$ cat src/rtl/matrix_loader.sv
// Host-driven programmer for the hash->cluster and cluster->hash lookup matrices.
// Optional grant timeout is compiled in with `define LOADER_TIMEOUT_EN.
module matrix_loader #(
    parameter int unsigned NUM_CLUSTERS   = 8,
    parameter int unsigned AMPLITUDE_HASH = 256,
    parameter int unsigned TAM_HASH       = $clog2(AMPLITUDE_HASH),
    parameter int unsigned GRANT_TIMEOUT  = 64
) (
    input  logic                            clk_i,
    input  logic                            rst_ni,
    input  logic                            cmd_valid_i,
    output logic                            cmd_ready_o,
    input  logic [1:0]                      cmd_op_i,
    input  logic [$clog2(NUM_CLUSTERS)-1:0] cmd_cluster_i,
    input  logic [TAM_HASH-1:0]             cmd_hash_i,
    input  logic                            core_busy_i,
    output logic                            core_hold_o,
    output logic                            first_we_o,
    output logic [TAM_HASH-1:0]             first_addr_o,
    output logic [NUM_CLUSTERS-1:0]         first_wdata_o,
    input  logic [NUM_CLUSTERS-1:0]         first_rdata_i,
    output logic                            second_we_o,
    output logic [$clog2(NUM_CLUSTERS)-1:0] second_addr_o,
    output logic [AMPLITUDE_HASH-1:0]       second_wdata_o,
    input  logic [AMPLITUDE_HASH-1:0]       second_rdata_i,
    output logic                            done_o,
    output logic                            err_o
);
    localparam int unsigned CW = $clog2(NUM_CLUSTERS);

    typedef enum logic [2:0] {S_IDLE, S_WAIT_GRANT, S_WRITE, S_SWEEP, S_DONE} state_e;
    typedef enum logic [1:0] {OP_SET_FIRST, OP_SET_SECOND, OP_CLEAR_ALL, OP_CLEAR_CLUSTER} op_e;

    state_e              state_q, state_d;
    op_e                 op_q, op_d;
    logic [CW-1:0]       cluster_q, cluster_d;
    logic [TAM_HASH-1:0] hash_q, hash_d;
    logic [TAM_HASH-1:0] idx_q, idx_d;

`ifdef LOADER_TIMEOUT_EN
    localparam int unsigned TW = $clog2(GRANT_TIMEOUT + 1);
    logic [TW-1:0] wait_q, wait_d;
    logic          err_q, err_d;
    assign err_o = err_q;
`else
    assign err_o = 1'b0;
`endif

    always_comb begin
        state_d        = state_q;
        op_d           = op_q;
        cluster_d      = cluster_q;
        hash_d         = hash_q;
        idx_d          = idx_q;
        cmd_ready_o    = 1'b0;
        core_hold_o    = 1'b0;
        done_o         = 1'b0;
        first_we_o     = 1'b0;
        first_addr_o   = '0;
        first_wdata_o  = '0;
        second_we_o    = 1'b0;
        second_addr_o  = '0;
        second_wdata_o = '0;
`ifdef LOADER_TIMEOUT_EN
        wait_d         = '0;
        err_d          = 1'b0;
`endif
        unique case (state_q)
            S_IDLE: begin
                // Ready is gated by reset so it reads 0 while reset is held.
                cmd_ready_o = rst_ni;
                if (cmd_valid_i) begin
                    op_d      = op_e'(cmd_op_i);
                    cluster_d = cmd_cluster_i;
                    hash_d    = cmd_hash_i;
                    state_d   = S_WAIT_GRANT;
                end
            end
            S_WAIT_GRANT: begin
                core_hold_o = 1'b1;
                if (!core_busy_i) begin
                    idx_d   = '0;
                    state_d = (op_q == OP_SET_FIRST || op_q == OP_SET_SECOND) ? S_WRITE : S_SWEEP;
                end
`ifdef LOADER_TIMEOUT_EN
                else if (wait_q == TW'(GRANT_TIMEOUT - 1)) begin
                    err_d   = 1'b1;
                    state_d = S_IDLE;
                end else begin
                    wait_d = wait_q + 1'b1;
                end
`endif
            end
            S_WRITE: begin
                core_hold_o = 1'b1;
                state_d     = S_DONE;
                if (op_q == OP_SET_FIRST) begin
                    first_we_o    = 1'b1;
                    first_addr_o  = hash_q;
                    first_wdata_o = first_rdata_i | (NUM_CLUSTERS'(1) << cluster_q);
                end else if (op_q == OP_SET_SECOND) begin
                    second_we_o    = 1'b1;
                    second_addr_o  = cluster_q;
                    second_wdata_o = second_rdata_i | (AMPLITUDE_HASH'(1) << hash_q);
                end
            end
            S_SWEEP: begin
                core_hold_o  = 1'b1;
                first_we_o   = 1'b1;
                first_addr_o = idx_q;
                if (op_q == OP_CLEAR_ALL) begin
                    // Second-matrix rows are cleared during the first NUM_CLUSTERS sweep steps.
                    second_we_o   = ({1'b0, idx_q} < (TAM_HASH + 1)'(NUM_CLUSTERS));
                    second_addr_o = second_we_o ? idx_q[CW-1:0] : '0;
                end else begin
                    first_wdata_o = first_rdata_i & ~(NUM_CLUSTERS'(1) << cluster_q);
                    second_we_o   = (idx_q == '0);
                    second_addr_o = second_we_o ? cluster_q : '0;
                end
                if (idx_q == '1) begin
                    idx_d   = '0;
                    state_d = S_DONE;
                end else begin
                    idx_d = idx_q + 1'b1;
                end
            end
            S_DONE: begin
                done_o  = 1'b1;
                state_d = S_IDLE;
            end
            default: state_d = S_IDLE;
        endcase
    end

    always_ff @(posedge clk_i or negedge rst_ni) begin
        if (!rst_ni) begin
            state_q   <= S_IDLE;
            op_q      <= OP_SET_FIRST;
            cluster_q <= '0;
            hash_q    <= '0;
            idx_q     <= '0;
`ifdef LOADER_TIMEOUT_EN
            wait_q    <= '0;
            err_q     <= 1'b0;
`endif
        end else begin
            state_q   <= state_d;
            op_q      <= op_d;
            cluster_q <= cluster_d;
            hash_q    <= hash_d;
            idx_q     <= idx_d;
`ifdef LOADER_TIMEOUT_EN
            wait_q    <= wait_d;
            err_q     <= err_d;
`endif
        end
    end
endmodule

$ cat config.mk
export PLATFORM = sky130hd
export DESIGN_NAME = matrix_loader
export DESIGN_NICKNAME = d
export VERILOG_FILES = /design/src/rtl/matrix_loader.sv
export SDC_FILE = /design/constraint.sdc
export NUM_CORES = 1
export LEC_CHECK = 0
export ABC_AREA = 1
export CAP_MARGIN = 30
export CORE_AREA = 2 2 217 219
export CTS_BUF_LIST = sky130_fd_sc_hd__clkbuf_16
export DETAILED_ROUTE_END_ITERATION = 8
export DIE_AREA = 0 0 219 221
export GPL_ROUTABILITY_DRIVEN = 0
export GPL_TIMING_DRIVEN = 0
export HOLD_SLACK_MARGIN = 0.05
export SLEW_MARGIN = 30
export SYNTH_ARGS = -nofsm -noshare
export SYNTH_HDL_FRONTEND = slang
export SYNTH_SLANG_ARGS = --single-unit
$ cat constraint.sdc
create_clock -name clk_i -period 1.6 [get_ports clk_i]
set_input_delay 0.32 -clock clk_i [delete_from_list [all_inputs] [get_ports clk_i]]
set_output_delay 0.32 -clock clk_i [all_outputs]
set_load 0.005 [all_outputs]
==> results.md <==
- The run finished, with violations left.
- The checks that failed: negative setup slack.
- Clock latency on the worst-skew pair, taken at its later pin, is 0.26 ns.
- The via count of the first global-routing pass is 12.76k.
- The width of the chip is between 200 and 250 um.
- The first routing iteration left 786 violations.
- The post-route DRC violation count is 0.
- The number of cell instances on the worst register-to-register path is 6.
- The total buffers and inverters traversed by the critical path is 5.
- The switching share of power is just under 60%.
- The total instance count after detailed placement is ~2.3k.
- The total non-filler cell area in the finished layout is ~17000 um2.
- The cell family with the largest share of critical-path delay is buffers and inverters.
- The core region area is 46060 um2.
- The number of nets in the layout is 2279.
- The distinct cell type count after synthesis is 29.
- Setup repair after global routing could not meet its margin everywhere.
- The sort of element at the end of the critical path is an output pin.
- Summed over all cells, the static leakage comes to 7.701 nW.
- The number of violations of the max-capacitance limit is 0.
- The site row count is just under 80.
- The startpoint-to-endpoint class of the critical path is reg -> out.
- The area added between synthesis and finish is 180.4%.
- The first global-routing pass estimated 86480 um of wire.
- The worst hold path belongs to the class in -> async.
- The maximum clock skew at final layout is 0.004662 ns.
- Data arrives at the worst endpoint at 2.17 ns.
- Walking the worst path, the cells encountered are buf_12 -> nor2_4 -> nand4_1 -> buf_4 -> nor2_4 -> buf_6 -> buf_6 -> nand3_4 -> a21oi_2 -> buf_2.
- The beginning of the worst register-to-register path is state_q[1].
- The layout has 4711 filler cells.
- IR analysis of the VDD net gives a maximum drop of 0.5377 mV.
- The critical path launch point type is a flop.
- After clock tree synthesis, the clock-pin slew on the worst setup and hold paths is 0.06 ns.
- The internal power of the cells totals 0.007638 W.
- Setup violations remaining at the end of the flow were counted as between 200 and 300.
- The area of placed instances is 12660 um2.
- For this run, the slowest stage of the critical path takes 0.49 ns.
- Setup slack on the critical path of the routed design comes to -0.8868 ns.
- The number of hold-repair buffers added at the cts stage is 0.
- The setup slack of the most critical reg-to-reg path is 0.07 ns.
- Dividing the synthesized area by the synthesized cell count gives 5.217 um2.
- The total number of H-tree levels is 1.
- The boundary pin count is 562.
- The area of the mapped netlist is 6146 um2.
- The logic gate share of total power is 90.4%.
- For the finished layout, the period the worst path requires is 2.487 ns.
- The worst slew margin relative to its limit is 60.46%.
- The tightest hold path in the finished design has a slack of ~0.065 ns.
- The number of antenna-violating nets in the routed design is 0.
- In the finished design, the share of the clock period the worst path needs comes to 155.4%.
- The number of clock sinks is 24.
- The design draws approximately 0.018 W.
- The routed layout has roughly 12k vias.
- The global-route total usage across every layer is 24.43%.
- The analysis attributes to net switching a power of 0.01080 W.
- Buffers placed on the I/O ports in this run total 560.
- The number of antenna violations at the first check in global routing came to 3.
- The sequential cell area fraction in the yosys report is around 9.8%.
- The non-filler instance count after layout is 2603.
- The CTS tree is done.
- The routed wire length per instance is between 20 and 25 um.
- The root buffer cell is clkbuf_16.
- The clock network is responsible for 3.0% of the overall power.
- The total grt overflow is 0.
- The maximum clock frequency is 0.4021 GHz.
- The endpoint of the worst register-to-register path is hash_q[5].
- From bottom edge to top edge, the die measures 221 um.
- The cell count after synthesis came out at 1178.
- For the pin with the worst max-slew slack, the measured transition is 0.5931 ns.
- The half-perimeter wire length after placement is roughly 47000 um.
- Among all stages on the critical path, the largest delay is contributed by dfrtp_2.
- The number of warnings issued by yosys is 0.
- Of the total power, registers draw roughly 6.6%.
- The number of hold-slack violations in the final timing report is 0.
- Counting flops and latches in the post-synthesis netlist gives 24.
- At the worst endpoint, the required time is 1.28 ns.
- The clock buffer count from CTS is 3.
- When the netlist entered floorplanning its net count stood at 1461.
- The initial core utilization is a little over an eighth.
- The maximum count of clock buffers along a single path is 2.
- The number of iterations in the first detailed-routing pass is 5.
- Summed over all layers, the routed wires come to between 60000 and 70000 um.
- The total negative slack for setup checks is -181.56 ns.
- The power density over cell area is between 1000 and 1500 nW/um2.
- The ratio of cells with drive above 1 in the final layout is between 50% and 60%.
- After detailed routing, the number of vias per cell comes to 4.793.
- The final number of max-transition violations is 0.
- The area of the die is 48400 um2.
- Of all nets on the critical path, the largest fanout is 4.
- Entering global routing, the biggest net connects 26 pins.
## kinds of logic after synthesis
logic type,Yosys count,share of synthesized area (%)
buffers and inverters,413,26.24
DFF,24,9.772
and+or+nand+nor,429,37.68
AOI/OAI and AO/OA,306,25.41
adders and majority gates,2,0.4071
xor gates and xnor gates,3,0.4276
other,1,0.06102
## power by group through the flow
stage          combinational [W]  sequential [W]  clock [W]
2_1_floorplan            0.00490         0.00101          0
3_3_place_gp              0.0106         0.00109          0
3_5_place_dp              0.0108         0.00111          0
4_1_cts                   0.0155         0.00120   0.000549
5_1_grt                   0.0175         0.00124   0.000584
6_report                  0.0167         0.00121   0.000547
## worst max path at each step
stage	slack, ns	end	startpoint	cells after the start
after global placement	-1.95	second_wdata_o[72]	hash_q[7]	6
after floorplan	-0.02	second_wdata_o[237]	state_q[2]	7
after global routing	-0.96	second_wdata_o[130]	hash_q[0]	10
after detailed placement	-1.95	second_wdata_o[72]	hash_q[7]	6
after CTS	-0.84	second_wdata_o[238]	hash_q[0]	8
final	-0.89	second_wdata_o[130]	hash_q[0]	10
## registers in the layout (all words and copies together), names as in the netlist
signal,cells
hash_q,8
idx_q,8
state_q,3
op_q,2
cluster_q,3
## metrics by stage
stage	setup slack, ns	util (%)
after floorplan	-0.01527	-
after global placement	-1.945	27.39
after detailed placement	-1.952	27.48
after CTS	-0.8370	35.79
after global routing	-0.9555	37.42
final	-0.8868	37.42
## routing by layer
layer	up-vias	global-route usage [%]	wire (um)
met4	4	9.830	2941
met2	773	43.93	31170
met1	5929	28.90	25170
li1	5593	-	-
met3	176	3.354	4210
met5	-	0	28
## synth_stat cells
master	n	area (um2)
nand3_2	2	20.02
nand3_1	137	685.7
a21oi_1	275	1376
buf_6	2	22.52
o21ai_0	13	65.06
buf_1	3	11.26
nor3_1	6	30.03
nand2_1	47	176.4
xnor2_1	1	8.760
buf_4	2	15.01
inv_2	4	15.01
buf_2	32	160.2
a21boi_0	5	37.54
o22ai_1	11	68.82
nor2_2	5	31.28
nor2_4	10	112.6
inv_1	291	1092
o211ai_1	1	7.510
nand4_1	158	988.5
nor3b_1	1	7.510
nor2_1	58	217.7
a31oi_1	1	6.260
or2_2	1	6.260
clkbuf_1	79	296.5
ha_1	2	25.02
nor3_2	4	40.04
xor2_1	2	17.52
conb_1	1	3.750
dfrtp_1	24	600.6
## what timing repair did
| item | in CTS | in global routing |
|---|---|---|
| hold endpoints to repair | 0 | 0 |
| pin swaps | 314 | 315 |
| buffers inserted | 260 | 28 |
| resized for setup | 1853 | 217 |
| setup endpoints to repair | 288 | 301 |
| cloned | 4 | 0 |
## cells in the final DEF, fill, tap and decap left out, types with 4 or more instances in the layout
master           count
dfrtp_2             10
nor2_4              50
o21ai_0              7
clkbuf_8            10
buf_2              278
nand4_1            158
nand3_1             17
a21oi_1             97
nor2_1              21
clkbuf_1             7
nand3_2             64
buf_6              195
buf_8               13
buf_4               56
clkdlybuf4s50_1    279
a21oi_2            169
dfrtp_1             14
nand3_4             58
clkbuf_4            17
nor3_1               5
clkbuf_16            8
a21oi_4              9
o22ai_2              5
clkbuf_2            31
inv_1              280
nor3_4               5
inv_4                5
a21boi_2             4
inv_2                9
nand2_1             31
nand2_4              7
o21ai_2              4
buf_12              38
nand2_2              6
## final cells by class
| type | count | area [um2] | share of cell area (%) |
|---|---|---|---|
| Timing Repair Buffer | 820 | 7271 | 42.19 |
| Multi-Input combinational cell | 741 | 6271 | 36.38 |
| Tap cell | 607 | 759.5 | 4.407 |
| Sequential cell | 24 | 613.1 | 3.557 |
| Buffer | 111 | 1112 | 6.454 |
| Clock buffer | 3 | 75.07 | 0.4356 |
| Inverter | 295 | 1127 | 6.541 |
| Antenna cell | 1 | 2.502 | 0.01452 |
| Clock inverter | 1 | 3.754 | 0.02178 |
Power figures use the tool's default switching activity.
